===== src/rtl/rns_conv_ctrl.sv =====
// Multi-cycle integer <-> RNS converter for moduli {256, 129}.
// Forward conversion folds bits MSB-first into a mod-129 remainder; reverse uses CRT with six modular doublings.
module rns_conv_ctrl #(
  parameter int DATA_W    = 16,
  parameter bit CHECK_RES = 1'b1
) (
  input  logic              clk,
  input  logic              reset,
  input  logic              req_valid,
  output logic              req_ready,
  input  logic              req_op,
  input  logic [DATA_W-1:0] req_din,
  output logic              resp_valid,
  input  logic              resp_ready,
  output logic [DATA_W-1:0] resp_dout,
  output logic              resp_err,
  output logic              busy
);

  typedef enum logic [2:0] {
    IDLE     = 3'd0,
    B2R      = 3'd1,
    R2B_PREP = 3'd2,
    R2B_DBL  = 3'd3,
    DONE     = 3'd4
  } state_t;

  state_t            state_r, state_s;
  logic [3:0]        cnt_r, cnt_s;
  logic [DATA_W-1:0] din_r, din_s;
  logic [7:0]        acc_r, acc_s;
  logic [DATA_W-1:0] dout_s;
  logic              err_s;
  logic              valid_s;
  logic [8:0]        t_s;
  logic [7:0]        a_s;
  logic [8:0]        d_s;

  // Conditional subtract of 129 from a value known to be below 258.
  function automatic logic [7:0] red129(input logic [8:0] t);
    logic [8:0] s;
    s = t - 9'd129;
    if (t >= 9'd129) begin
      red129 = s[7:0];
    end else begin
      red129 = t[7:0];
    end
  endfunction

  // State register, datapath registers and registered outputs.
  always_ff @(posedge clk) begin
    if (reset) begin
      state_r    <= IDLE;
      cnt_r      <= 4'd0;
      din_r      <= '0;
      acc_r      <= 8'd0;
      resp_dout  <= '0;
      resp_err   <= 1'b0;
      resp_valid <= 1'b0;
      busy       <= 1'b0;
      req_ready  <= 1'b1;
    end else begin
      state_r    <= state_s;
      cnt_r      <= cnt_s;
      din_r      <= din_s;
      acc_r      <= acc_s;
      resp_dout  <= dout_s;
      resp_err   <= err_s;
      resp_valid <= valid_s;
      busy       <= (state_s != IDLE);
      req_ready  <= (state_s == IDLE);
    end
  end

  // Next-state and datapath; acc holds the mod-129 remainder (B2R) or the CRT digit k (R2B).
  always_comb begin
    state_s = state_r;
    cnt_s   = cnt_r;
    din_s   = din_r;
    acc_s   = acc_r;
    dout_s  = resp_dout;
    err_s   = resp_err;
    valid_s = resp_valid;
    t_s     = 9'd0;
    a_s     = 8'd0;
    d_s     = 9'd0;
    case (state_r)
      IDLE: begin
        if (req_valid) begin
          din_s = req_din;
          acc_s = 8'd0;
          if (!req_op) begin
            state_s = B2R;
            cnt_s   = 4'(DATA_W - 1);
          end else if (CHECK_RES && (req_din[7:0] > 8'd128)) begin
            state_s = DONE;
            dout_s  = '0;
            err_s   = 1'b1;
            valid_s = 1'b1;
          end else begin
            state_s = R2B_PREP;
          end
        end else begin
          state_s = IDLE;
        end
      end
      B2R: begin
        t_s   = {acc_r, 1'b0} + {8'd0, din_r[cnt_r]};
        acc_s = red129(t_s);
        cnt_s = cnt_r - 4'd1;
        if (cnt_r == 4'd0) begin
          state_s = DONE;
          dout_s  = {din_r[7:0], acc_s};
          err_s   = CHECK_RES && (din_r >= 16'd33024);
          valid_s = 1'b1;
        end else begin
          state_s = B2R;
        end
      end
      R2B_PREP: begin
        // d = (r129 - r256 mod 129) mod 129, then k = d * 64 mod 129 by doubling.
        a_s = red129({1'b0, din_r[15:8]});
        if (din_r[7:0] >= a_s) begin
          d_s = {1'b0, din_r[7:0]} - {1'b0, a_s};
        end else begin
          d_s = {1'b0, din_r[7:0]} + 9'd129 - {1'b0, a_s};
        end
        acc_s   = d_s[7:0];
        cnt_s   = 4'd5;
        state_s = R2B_DBL;
      end
      R2B_DBL: begin
        acc_s = red129({acc_r, 1'b0});
        cnt_s = cnt_r - 4'd1;
        if (cnt_r == 4'd0) begin
          state_s = DONE;
          dout_s  = {acc_s, din_r[15:8]};
          err_s   = 1'b0;
          valid_s = 1'b1;
        end else begin
          state_s = R2B_DBL;
        end
      end
      DONE: begin
        if (resp_ready) begin
          state_s = IDLE;
          valid_s = 1'b0;
        end else begin
          state_s = DONE;
        end
      end
      default: begin
        state_s = IDLE;
        valid_s = 1'b0;
      end
    endcase
  end

endmodule

===== config.mk =====
export PLATFORM = sky130hd
export DESIGN_NAME = rns_conv_ctrl
export DESIGN_NICKNAME = d
export VERILOG_FILES = /design/src/rtl/rns_conv_ctrl.sv
export SDC_FILE = /design/constraint.sdc
export NUM_CORES = 1
export LEC_CHECK = 0
export ABC_AREA = 1
export ABC_CLOCK_PERIOD_IN_PS = 3100
export BUFFER_PORTS_ARGS = -buffer_cell sky130_fd_sc_hd__clkbuf_2
export CAP_MARGIN = 5
export CELL_PAD_IN_SITES_DETAIL_PLACEMENT = 1
export CELL_PAD_IN_SITES_GLOBAL_PLACEMENT = 2
export CORE_AREA = 2 2 118 120
export CTS_CLUSTER_SIZE = 28
export DETAILED_ROUTE_END_ITERATION = 7
export DIE_AREA = 0 0 120 122
export GPL_TIMING_DRIVEN = 0
export HOLD_SLACK_MARGIN = 0.05
export PLACE_DENSITY = 0.84
export SLEW_MARGIN = 5
export SYNTH_ARGS = -nofsm -noshare
export SYNTH_HDL_FRONTEND = slang
export SYNTH_SLANG_ARGS = --single-unit

===== constraint.sdc =====
create_clock -name clk -period 3.1 [get_ports clk]
set_input_delay 0.465 -clock clk [delete_from_list [all_inputs] [get_ports clk]]
set_output_delay 0.465 -clock clk [all_outputs]
set_load 0.05 [all_outputs]

# == After elaboration in Yosys (flattened, before gate mapping) ==
# Index checks and enable logic that the tools add are counted.
# totals
regBits,51
word_cells,84
# classes
n_addsub,8
eq_ne,12
n_lt_le_gt_ge,7
bitwise,1
n_mux,34
n_reduce_logical,13
# op_table
cell,count
16-bit two-way mux,5
8-bit two-way mux,6
16-bit one-hot mux with 3 select lines,1
8-bit one-hot mux with 4 select lines,1
"8-bit subtractor, second input constant",3
"9-bit by 8-bit >= comparator with 1-bit output, second input constant",2
3-bit two-way mux,6
"16-bit >= comparator, second input constant",1
8-bit subtractor,2
3-bit one-hot mux with 5 select lines,1
"2-bit inequality test, second input constant",7
4-bit one-hot mux with 3 select lines,1
6-bit AND reduction,2
9-bit by 1-bit adder with 9-bit output,1
3-bit nonzero test,3
"8-bit adder, second input constant",1
8-bit >= comparator,1
"8-bit >= comparator, second input constant",1
"8-bit greater-than comparator, second input constant",1
1-bit two-way mux,8
4-bit two-way mux,2
"3-bit by 2-bit == test with 1-bit output, second input constant",2
3-bit logical NOT,2
"4-bit by 5-bit < comparator with 1-bit output, second input constant",1
other kinds (13),14

# == Longest topological paths before layout ==
# Gate-level depths: netlist of the first run.
# depth
ltp_word,7
mapped_depth,26
mapped_depth_nobuf,26

# == Least setup slack after synthesis of the first run ==
# OpenSTA, ideal clock, no wires.
# synth_timing
path_kind,register to register
start,register din_r[8]
end,register acc_r[7]
t_required_ns,2.991
stages_incl_launch_ff,26
setup_ns,0.109
slack_ns,-0.218
t_arrival_ns,3.209
cell_sequence,dfxtp_1 -> inv_1 -> ha_1 -> nand2_1 -> nand2_1 -> nand3_4 -> inv_1 -> nand2_1 -> o21ai_0 -> ha_1 -> inv_1 -> ha_1 -> fa_1 -> a21oi_1 -> o21ai_0 -> nand2_1 -> nand2_1 -> a21oi_1 -> xnor2_1 -> nand3_1 -> nand2_1 -> inv_2 -> nand2_1 -> nand3_1 -> nand2_1 -> inv_1
# synth_via
elab_chain_len,6
elab_cells_between_ends,15
cone_classes,add/sub: 5; order compare: 3; mux: 7
# synth_lines
item,line_no,source
"start, declared",30,"logic [DATA_W-1:0] din_r, din_s;"
"start signal, assigned",65,din_r <= din_s;
1-bit binary-select mux with 4-bit select (tied with other cells),108,"t_s = {acc_r, 1'b0} + {8'd0, din_r[cnt_r]};"
1-bit two-way mux (not written as such) or 8-bit two-way mux (tied branches),"108, 43",
9-bit by 1-bit adder with 9-bit output or 8-bit two-way mux (tied branches),"108, 87",
8-bit subtractor (tied with other cells),42,s = t - 9'd129;
8-bit two-way mux (on tied branches),"43, 123",
8-bit one-hot mux with 4 select lines *,87,case (state_r)
"end signal, assigned",66,acc_r <= acc_s;
"end, declared",31,"logic [7:0] acc_r, acc_s;"
# Every way passes the cells marked *; elsewhere a longest branch is shown, timed or not. The select of a mux whose other input is x is not followed.
# A chain may end at the register's enable or synchronous reset.

# == Worst setup path after layout of the first run ==
# layout_timing
start,register din_r[14]
end,register acc_r[7]
# Same word-level chain as after synthesis.

==> flow_summary.ini, run 1 <==
[logic_synthesis]
synth_area_um2 = 3910
synth_mux_area_share_pct = 0
syn-mean-instance-area_um2 = 6.54
seq_area_frac_synth_pct = 26.1
synth.distinct_cells = 39
syn-num-nets = 643
netlist_top_cells_area = dfxtp_1, nand2_1, a21oi_1
synthSimpleGateAreaFrac_pct = 31.4
synth-compound-area-share_pct = 18.9
synth_cells = 598
synth_top_family_by_area = simple AND/OR/NAND/NOR gates
synth_top_area_share_pct = 26.1
synth_xor_xnor_area_share_pct = 3.14
synth-seq-cells = 51
yosysWarnings = 0
synth_top_area_cell = dfxtp_1
synth_adder_area_share_pct = 8.45

[critical_path]
crit_family = simple AND/OR/NAND/NOR gates
path_buf_inv = 6
required_ns = 3.30
path_max_fanout = 5
critPathSlowestCell = fa_2
cp.arrival_ns = 3.29
startpoint_type = flop
cp_common_cell = nand2_1
path_class = reg -> reg
slowest_delay_ns = 0.35
crit_path_end_kind = flop

[global_routing]
grt_pass1_wl_mm = 22.8
grt_overflow_total = 0
grt_max_degree = 19
grtUsageTotal_pct = 20.0
grt_pass1_vias = 4376
antenna_found_initial = 0

[outcome]
status = finished clean

[sta]
drv_slew = 0
setup_viol = 0
tightestPinTransition_ns = 0.794
slew-limit-headroom_pct = 46.9
hold_viol_final = 0
layout_setup_ws_ns = 0.0154
rsz0062_at_grt = yes
min_period_ns = 3.08
finClkSkew_ns = 0.00775
post-route-period-util_pct = 99.5
fmax_mhz = 324

[power]
p_switching_mw = 2.77
p_int_mw = 2.35
combPwrFrac_pct = 67.3
power_leakage_nw = 2.36
p_seq_share_pct = 21.1
peakVddDrop_mv = 0.342
pwr-share-clk_pct = 11.6
p_per_area_nw_per_um2 = 1060
switching_share_pct = 54.1

[detailed_routing]
first_iter_violations = 194
drt_first_pass_iters = 4
via_per_inst = 4.97
wl_mm = 14.3
drc = 0
num_vias = 4196
ant_nets = 0
wire_per_inst_um = 16.9

[layout]
n_fill_cell = 1704
multi_input_area_um2 = 2590
layout.nets = 708
layout-drive-gt1-share_pct = 23.9
fin_area_um2 = 4850
final_util_pct = 35.9
n_antenna_cell = 0
area_growth_pct = 24.1
regArea_um2 = 1050
layout_commonest_cell = nand2_1
final_cell_mix = nand2_1, inv_1, a21oi_1

[placement]
post-place-ws_ns = -0.559
detailed_place_hpwl_mm = 11.3
place_area_um2 = 4350
io_buffers = 40
place.gp.congestion = 0.888

[clocking]
path_clk_slew_ns = 0.07
cts.path.max_buffers = 2
cts_root_buffer = clkbuf_16
htreeDepth = 2
cts-buffers-inserted = 5
clock-sinks = 51
cts_hold_buf = 0
cts_tree = yes
insertion_delay_ns = 0.30

[floorplan]
io_pins = 41
initial_core_util_pct = 28.9
die_area_um2 = 14600
die_h_um = 122
die_x_um = 120
row_count = 43
core_um2 = 13500

[worst_hold_path]
holdCritPathClass = in -> reg

[flow_run]
maxCapViolCount = 0
cells in the mapped netlist (all sizes together):
cell type / count
a211oi: 1
a21oi: 69
a311oi: 1
a31oi: 3
a41oi: 1
buf: 8
clkbuf: 8
dfxtp: 51
fa: 4
ha: 20
inv: 99
nand2: 122
nand3: 66
nand3b: 4
nand4: 5
nor2: 54
nor3: 8
nor4: 2
o211ai: 2
o21ai: 53
o221a: 1
o31ai: 1
o41ai: 1
xnor2: 4
xor2: 10
layer usage:
metal / vias to the layer above / part of all wire, % / track usage (%)
li1: 2083 / - / -
met1: 2032 / 45 / 24.6
met2: 62 / 50 / 35.8
met4: 0 / 2.5 / 7.28
met5: - / 0 / 0
met3: 19 / 2.3 / 2.53
power by group through the flow:
stage	registers (mW)	logic (mW)	clock network (mW)
6_report	1.08	3.45	0.594
5_1_grt	1.11	3.83	0.631
4_1_cts	1.08	3.35	0.605
3_5_place_dp	1.09	3.12	0
3_3_place_gp	1.08	3.03	0
2_1_floorplan	1.36	2.04	0
cell families after synthesis:
kind of cell	after synthesis
xor gates and xnor gates	14
adders and majority gates	24
and+or+nand+nor	261
buffers and inverters	115
AOI/OAI and AO/OA	133
DFF	51
worst register-to-register path: stages (launching register included):
cell and delay (ns):
dfxtp_2 0.32, buf_6 0.12, inv_4 0.06, nand2_4 0.05
nor2_4 0.13, nand2_2 0.08, nand3_4 0.12, buf_8 0.13
xor2_2 0.15, inv_1 0.07, ha_2 0.19, ha_4 0.17
fa_2 0.35, a21oi_2 0.15, o21ai_2 0.08, nand2_1 0.07
nand2_1 0.06, a21oi_2 0.13, xnor2_1 0.13, nand3_1 0.10
nand2_1 0.09, inv_2 0.04, nand2_2 0.06, nand3_2 0.06
nand2_1 0.06, inv_1 0.03
through the flow:
stage               power [mW]  std cells  TNS [ns]  hold slack (ns)
CTS                       5.03        843   -0.0148            0.403
finish                    5.12        844         0            0.393
global route              5.57        844    -0.279            0.409
floorplan                 3.41        598         0            0.488
global placement          4.12        818     -1.43            0.457
detailed placement        4.20        818     -1.85            0.473
final cells by class:
cell class	instances	area share, %
buffer	16	1.99
clock buffer	5	2.58
clock inverter	3	0.567
inverter	99	8.12
multi-input combinational	432	53.5
sequential	51	21.6
tap	180	4.64
timing repair buffer	58	7.07
state kept, by name (all words and copies together), names as in the netlist:
name	cells
req_ready	1
resp_dout	16
resp_err	1
din_r	16
busy	1
cnt_r	4
resp_valid	1
state_r	3
acc_r	8
path summary, 6_finish.rpt:
check | from | to | slack [ns] | depth (start not counted)
setup / recovery | din_r[14] | acc_r[7] | 0.02 | 25
hold / removal | req_din[15] | din_r[15] | 0.39 | 3
setup reg to reg | din_r[14] | acc_r[7] | 0.02 | 25
hold reg to reg | resp_valid | resp_valid | 0.48 | 2
repair_timing:
action                     in CTS  in global routing
setup endpoints to repair       8                  8
pin swaps                      16                 11
resized for setup              49                 15
hold endpoints to repair        0                  0
buffers inserted               17                  1
Note: power is estimated with default switching activity, not from simulation.
==> run 2, diff against run 1 <==
--- a/config.mk
+++ b/config.mk
@@ -5,19 +5,20 @@
 export SDC_FILE = /design/constraint.sdc
 export NUM_CORES = 1
 export LEC_CHECK = 0
-export ABC_AREA = 1
 export ABC_CLOCK_PERIOD_IN_PS = 3100
 export BUFFER_PORTS_ARGS = -buffer_cell sky130_fd_sc_hd__clkbuf_2
 export CAP_MARGIN = 5
 export CELL_PAD_IN_SITES_DETAIL_PLACEMENT = 1
 export CELL_PAD_IN_SITES_GLOBAL_PLACEMENT = 2
-export CORE_AREA = 2 2 118 120
+export CORE_AREA = 2 2 110 112
 export CTS_CLUSTER_SIZE = 28
 export DETAILED_ROUTE_END_ITERATION = 7
-export DIE_AREA = 0 0 120 122
+export DIE_AREA = 0 0 112 114
+export GPL_ROUTABILITY_DRIVEN = 0
 export GPL_TIMING_DRIVEN = 0
 export HOLD_SLACK_MARGIN = 0.05
 export PLACE_DENSITY = 0.84
+export SETUP_SLACK_MARGIN = 0.1
 export SLEW_MARGIN = 5
 export SYNTH_ARGS = -nofsm -noshare
 export SYNTH_HDL_FRONTEND = slang
==> run 2 against run 1 <==
  * The flow now finishes with violations (negative setup slack)
  * Count of clock-buffer cells in the layout increased by 1
  * Design area increased by 3.1%
  * Cell count decreased by 19%
  * Non-clock buffer count increased by 25
  * Worst setup slack got worse by 0.17 ns
  * Power decreased by 41%
  * Flip-flop and latch count unchanged
  * Area after synthesis decreased by 6.8%
  * Maximum frequency decreased by 5.4%
  * Synthesized cell count decreased by 24%
  * Highest routed layer unchanged
==> flow_summary.ini, run 2 <==
[floorplan]
initial_core_util_pct = 31.1
die_area_um2 = 12800
core_um2 = 11700
io_pins = 41
die_h_um = 114
die_x_um = 112
row_count = 40

[logic_synthesis]
synth.distinct_cells = 65
synthArstFlopShare_pct = 0
syn-mean-instance-area_um2 = 7.99
synthTopCellsByCount = nand2_1, dfxtp_1, nor2_1
yosysWarnings = 0
synth_edf_count = 0
netlist_top_cells_area = dfxtp_1, ha_1, nand2_1
seq_area_frac_synth_pct = 28.0
synth_cells = 456
synth-seq-cells = 51
synth_top_area_cell = dfxtp_1
syn-num-nets = 501
ys.flop_type = dfxtp_1
synth_area_um2 = 3640
yosysMostFrequentCell = nand2_1
synth_top_area_share_pct = 28.0

[clocking]
htreeDepth = 2
cts-buffers-inserted = 5
cts.path.max_buffers = 2
path_clk_slew_ns = 0.07
cts_tree = yes
cts_root_buffer = clkbuf_16
clock-sinks = 51
insertion_delay_ns = 0.29
cts_hold_buf = 0

[layout]
n_fill_cell = 1390
final_cell_mix = nand2_1, nor2_1, dfxtp_1
reg_top3 = din_r (16), resp_dout (16), acc_r (8)
n_antenna_cell = 0
layout_commonest_cell = nand2_1
layout-drive-gt1-share_pct = 33.6
final_util_pct = 42.7
fin_cells = 682
area_growth_pct = 37.3
layout.nets = 579

[flow_run]
maxCapViolCount = 0

[global_routing]
grt_overflow_total = 0
grt_pass1_vias = 3904
antenna_found_initial = 0
grtUsageTotal_pct = 20.2
grt_max_degree = 17
grt_pass1_wl_mm = 20.6

[placement]
detailed_place_hpwl_mm = 9.09
io_buffers = 40
placedCellCount = 643

[sta]
setup_viol = 11
tightestPinTransition_ns = 1.13
layout_setup_ws_ns = -0.159
post-route-period-util_pct = 105
hold_viol_final = 0
fin_hold_ws_ns = 0.380
min_period_ns = 3.26
finClkSkew_ns = 0.00929
drv_slew = 0
rsz0062_at_grt = yes
slew-limit-headroom_pct = 24.6
fmax_mhz = 307

[critical_path]
cp.arrival_ns = 3.47
slowest_delay_ns = 0.39
cp_common_cell = ha_4
path_cells = inv_1 -> ha_4 -> nand3_2 -> o21ai_4 -> o21ai_4 -> ha_4 -> inv_4 -> ha_4 -> fa_2 -> a21oi_2 -> nor2_1 -> nor2_1 -> o21bai_1 -> a21oi_1 -> xnor2_1 -> or3_1 -> o211ai_1
required_ns = 3.31
crit_path_end_kind = flop
startpoint_type = flop
path_max_fanout = 8
path_class = reg -> reg
critPathSlowestCell = dfxtp_4

[detailed_routing]
first_iter_violations = 216
num_vias = 3730
drt_first_pass_iters = 4
via_per_inst = 5.47
ant_nets = 0
drc = 0
wire_per_inst_um = 19.4
wl_mm = 13.2

[power]
total_power_mw = 3.00
power_leakage_nw = 1.97
p_per_area_nw_per_um2 = 601
peakVddDrop_mv = 0.219

[outcome]
failed_checks = negative setup slack
status = finished, violations left

[worst_hold_path]
holdCritPathClass = in -> reg
==> run 2: cell count changes after synthesis, sizes merged, moves of 9 or more <==
cell	delta
inv	-81
nand2	-66
nand3	-57
o21ai	-44
a21oi	-27
xnor2	+17
clkbuf	+15
a221oi	+14
nor3	+14
a211oi	+9
==> run 2: cells by family after synthesis <==
logic type	Yosys count	share of synthesized area [%]
and+or+nand+nor	181	24.2
AOI/OAI and AO/OA	113	21.4
buffers and inverters	46	5.43
adders and majority gates	24	9.07
DFF	51	28.0
muxes	11	4.50
xor gates and xnor gates	30	7.42
==> run 2: final cells by class <==
class | instances | area (µm²) | share of cell area (%)
buffer | 27 | 166 | 3.33
clock buffer | 6 | 139 | 2.78
clock inverter | 2 | 13.8 | 0.275
inverter | 18 | 70.1 | 1.40
multi-input combinational | 359 | 2930 | 58.7
sequential | 51 | 1040 | 20.8
tap | 147 | 184 | 3.68
timing repair buffer | 72 | 455 | 9.11
==> run 2: power by group <==
part | switching, mW | internal, mW
registers | 0.0758 | 0.724
logic | 0.928 | 0.699
clock network | 0.255 | 0.323
==> run 2: path summary, 6_finish.rpt <==
check,start,endpoint,slack [ns],cells past startpoint
worst max-delay path,din_r[8],acc_r[7],-0.16,17
worst min-delay path,req_din[15],din_r[15],0.38,3
worst max register to register,din_r[8],acc_r[7],-0.16,17
worst min register to register,resp_valid,resp_valid,0.47,2
==> run 2: routing by layer <==
layer,part of all wire (%),GRT usage [%]
met1,43,26.0
met2,50,36.0
met3,5.0,2.71
met4,1.7,4.72
met5,0,0
==> run 2: timing repair <==
action | 4_1_cts | 5_1_grt
resized for setup | 86 | 28
gates cloned | 1 | 0
pin swaps | 35 | 40
setup endpoints to repair | 16 | 16
buffers inserted | 24 | 9
==> run 2: per-stage QoR <==
stage | worst slack (ns) | TNS (ns) | instance area, µm²
finish | -0.159 | -0.730 | 5000
floorplan | 0.0436 | 0 | 3690
global placement | -0.421 | -4.41 | 4070
CTS | -0.0493 | -0.0616 | 4800
global route | -0.321 | -2.28 | 5000
detailed placement | -0.439 | -4.81 | 4070
==> run 2: critical path, delay by kind of cell, from the launching register on <==
family                   cells  cell delay [ns]
AO/OA/AOI/OAI                6             0.95
XOR/XNOR                     1             0.07
adder cells (fa/ha/maj)      4             0.98
buffers and inverters        2             0.15
flip-flops                   1             0.39
AND/OR/NAND/NOR              4             0.63
==> run 3, diff against run 2 <==
--- a/config.mk
+++ b/config.mk
@@ -18,7 +18,7 @@
 export GPL_TIMING_DRIVEN = 0
 export HOLD_SLACK_MARGIN = 0.05
 export PLACE_DENSITY = 0.84
-export SETUP_SLACK_MARGIN = 0.1
+export SETUP_SLACK_MARGIN = 0.15
 export SLEW_MARGIN = 5
 export SYNTH_ARGS = -nofsm -noshare
 export SYNTH_HDL_FRONTEND = slang
==> constraint.sdc (replaced) <==
create_clock -name clk -period 3.1 [get_ports clk]
set_input_delay 0.465 -clock clk [delete_from_list [all_inputs] [get_ports clk]]
set_output_delay 0.465 -clock clk [all_outputs]
set_load 0.005 [all_outputs]
==> run 3 against run 2 <==
  * The run still ends with negative setup slack left
  * Non-clock buffer count grew 5
  * Maximum frequency grew 2.2%
  * Clock skew shrank 0.0048 ns
  * Wire length grew 1.6%
==> flow_summary.ini, run 3 (synthesis results as in run 2) <==
[outcome]
status = finished, violations left
failed_checks = negative setup slack

[global_routing]
grt_overflow_total = 0
grtUsageTotal_pct = 20.0
grt_pass1_wl_mm = 20.3
grt_max_degree = 17
antenna_found_initial = 0
grt_pass1_vias = 3954

[layout]
layout.nets = 584
area_growth_pct = 39.0
layout-drive-gt1-share_pct = 35.4
final_util_pct = 43.3
reg_top3 = din_r (16), resp_dout (16), acc_r (8)
layout_commonest_cell = nand2_1
n_fill_cell = 1421
final_cell_mix = nand2_1, dfxtp_1, nor2_1
n_antenna_cell = 0

[clocking]
path_clk_slew_ns = 0.07
htreeDepth = 2
cts_root_buffer = clkbuf_16
clock-sinks = 51
cts_tree = yes
cts_hold_buf = 0
insertion_delay_ns = 0.30
cts.path.max_buffers = 2
cts-buffers-inserted = 5

[sta]
fin_hold_ws_ns = 0.378
fmax_mhz = 314
setup_viol = 11
tightestPinTransition_ns = 1.07
post-route-period-util_pct = 103
layout_setup_ws_ns = -0.0896
rsz0062_at_grt = yes
min_period_ns = 3.19
drv_slew = 0
slew-limit-headroom_pct = 28.8
hold_viol_final = 0
finClkSkew_ns = 0.00450

[detailed_routing]
drt_first_pass_iters = 4
first_iter_violations = 175
wire_per_inst_um = 19.6
drc = 0
wl_mm = 13.4
ant_nets = 0
num_vias = 3788
via_per_inst = 5.51

[floorplan]
io_pins = 41
row_count = 40
die_area_um2 = 12800
die_h_um = 114
initial_core_util_pct = 31.1
die_x_um = 112
core_um2 = 11700

[critical_path]
required_ns = 3.28
cp.arrival_ns = 3.37
path_class = reg -> reg
crit_path_end_kind = flop
startpoint_type = flop
path_max_fanout = 5

[flow_run]
maxCapViolCount = 0

[power]
power_leakage_nw = 2.04
peakVddDrop_mv = 0.337
p_per_area_nw_per_um2 = 587

[worst_hold_path]
holdCritPathClass = in -> reg

[placement]
io_buffers = 40
detailed_place_hpwl_mm = 9.25
[run 3: cell types whose count changed in the layout (fill, tap and decap cells not counted), sizes merged]
cell	previous run	this run
buf	38	42
bufinv	0	1
clkbuf	67	68
clkinv	1	0
[run 3: worst paths after layout]
check,slack [ns],start,to,cells past startpoint
hold reg to reg,0.47,resp_valid,resp_valid,2
setup reg to reg,-0.09,din_r[12],acc_r[6],16
hold / removal,0.38,req_din[10],din_r[10],3
setup / recovery,-0.09,din_r[12],acc_r[6],16
[run 3: power by group]
group          switching [mW]  internal, mW  total [mW]  leakage (nW)
Combinational           0.826         0.692        1.52          1.53
Clock                   0.255         0.406       0.661        0.0875
Sequential             0.0716         0.724       0.796         0.422
Total                    1.15          1.82        2.97          2.04
[run 3: final cells by class]
class,count,area [µm²],share of cell area [%]
Multi-Input combinational cell,359,2940,58.0
Sequential cell,51,1040,20.5
Clock buffer,6,139,2.74
Buffer,28,175,3.46
Clock inverter,2,38.8,0.766
Timing Repair Buffer,76,485,9.58
Inverter,18,67.6,1.33
Tap cell,147,184,3.63
[run 3: repair_timing]
| item | CTS | global route |
|---|---|---|
| gates resized for setup | 70 | 44 |
| gates cloned | 1 | 0 |
| endpoints found under the setup margin | 16 | 16 |
| pin swaps | 31 | 31 |
| buffers inserted | 24 | 11 |
[run 3: layer usage]
layer / track usage (%) / part of all wire (%)
met1: 24.7 / 42
met2: 35.9 / 51
met3: 2.87 / 4.1
met4: 6.91 / 3.1
met5: 0 / 0
[run 3: through the flow]
step / instance area, µm² / std cells / setup WS, ns / setup TNS, ns / total power [mW]
after detailed placement: 4080 / 643 / -0.511 / -4.50 / 1.83
after CTS: 4750 / 676 / -0.0193 / -0.0233 / 2.75
after floorplan: 3690 / 456 / 0.0436 / 0 / 1.54
after global placement: 4080 / 643 / -0.372 / -2.99 / 1.79
after global routing: 5070 / 687 / -0.236 / -1.74 / 3.12
final: 5070 / 687 / -0.0896 / -0.404 / 2.97
[run 3: worst max-delay path, cell delays in order, from the launching register on]
cell and delay [ns]:
dfxtp_2 0.33, buf_8 0.12, nor3_4 0.19, nand3_2 0.13, o21ai_4 0.30, nor2_2 0.07, xnor2_1 0.17, ha_2 0.34
ha_1 0.30, a21o_1 0.16, a21oi_2 0.14, o21bai_1 0.10, a21oi_2 0.17, xor2_1 0.27, o32ai_2 0.13, nand2_1 0.08
nand3_1 0.06
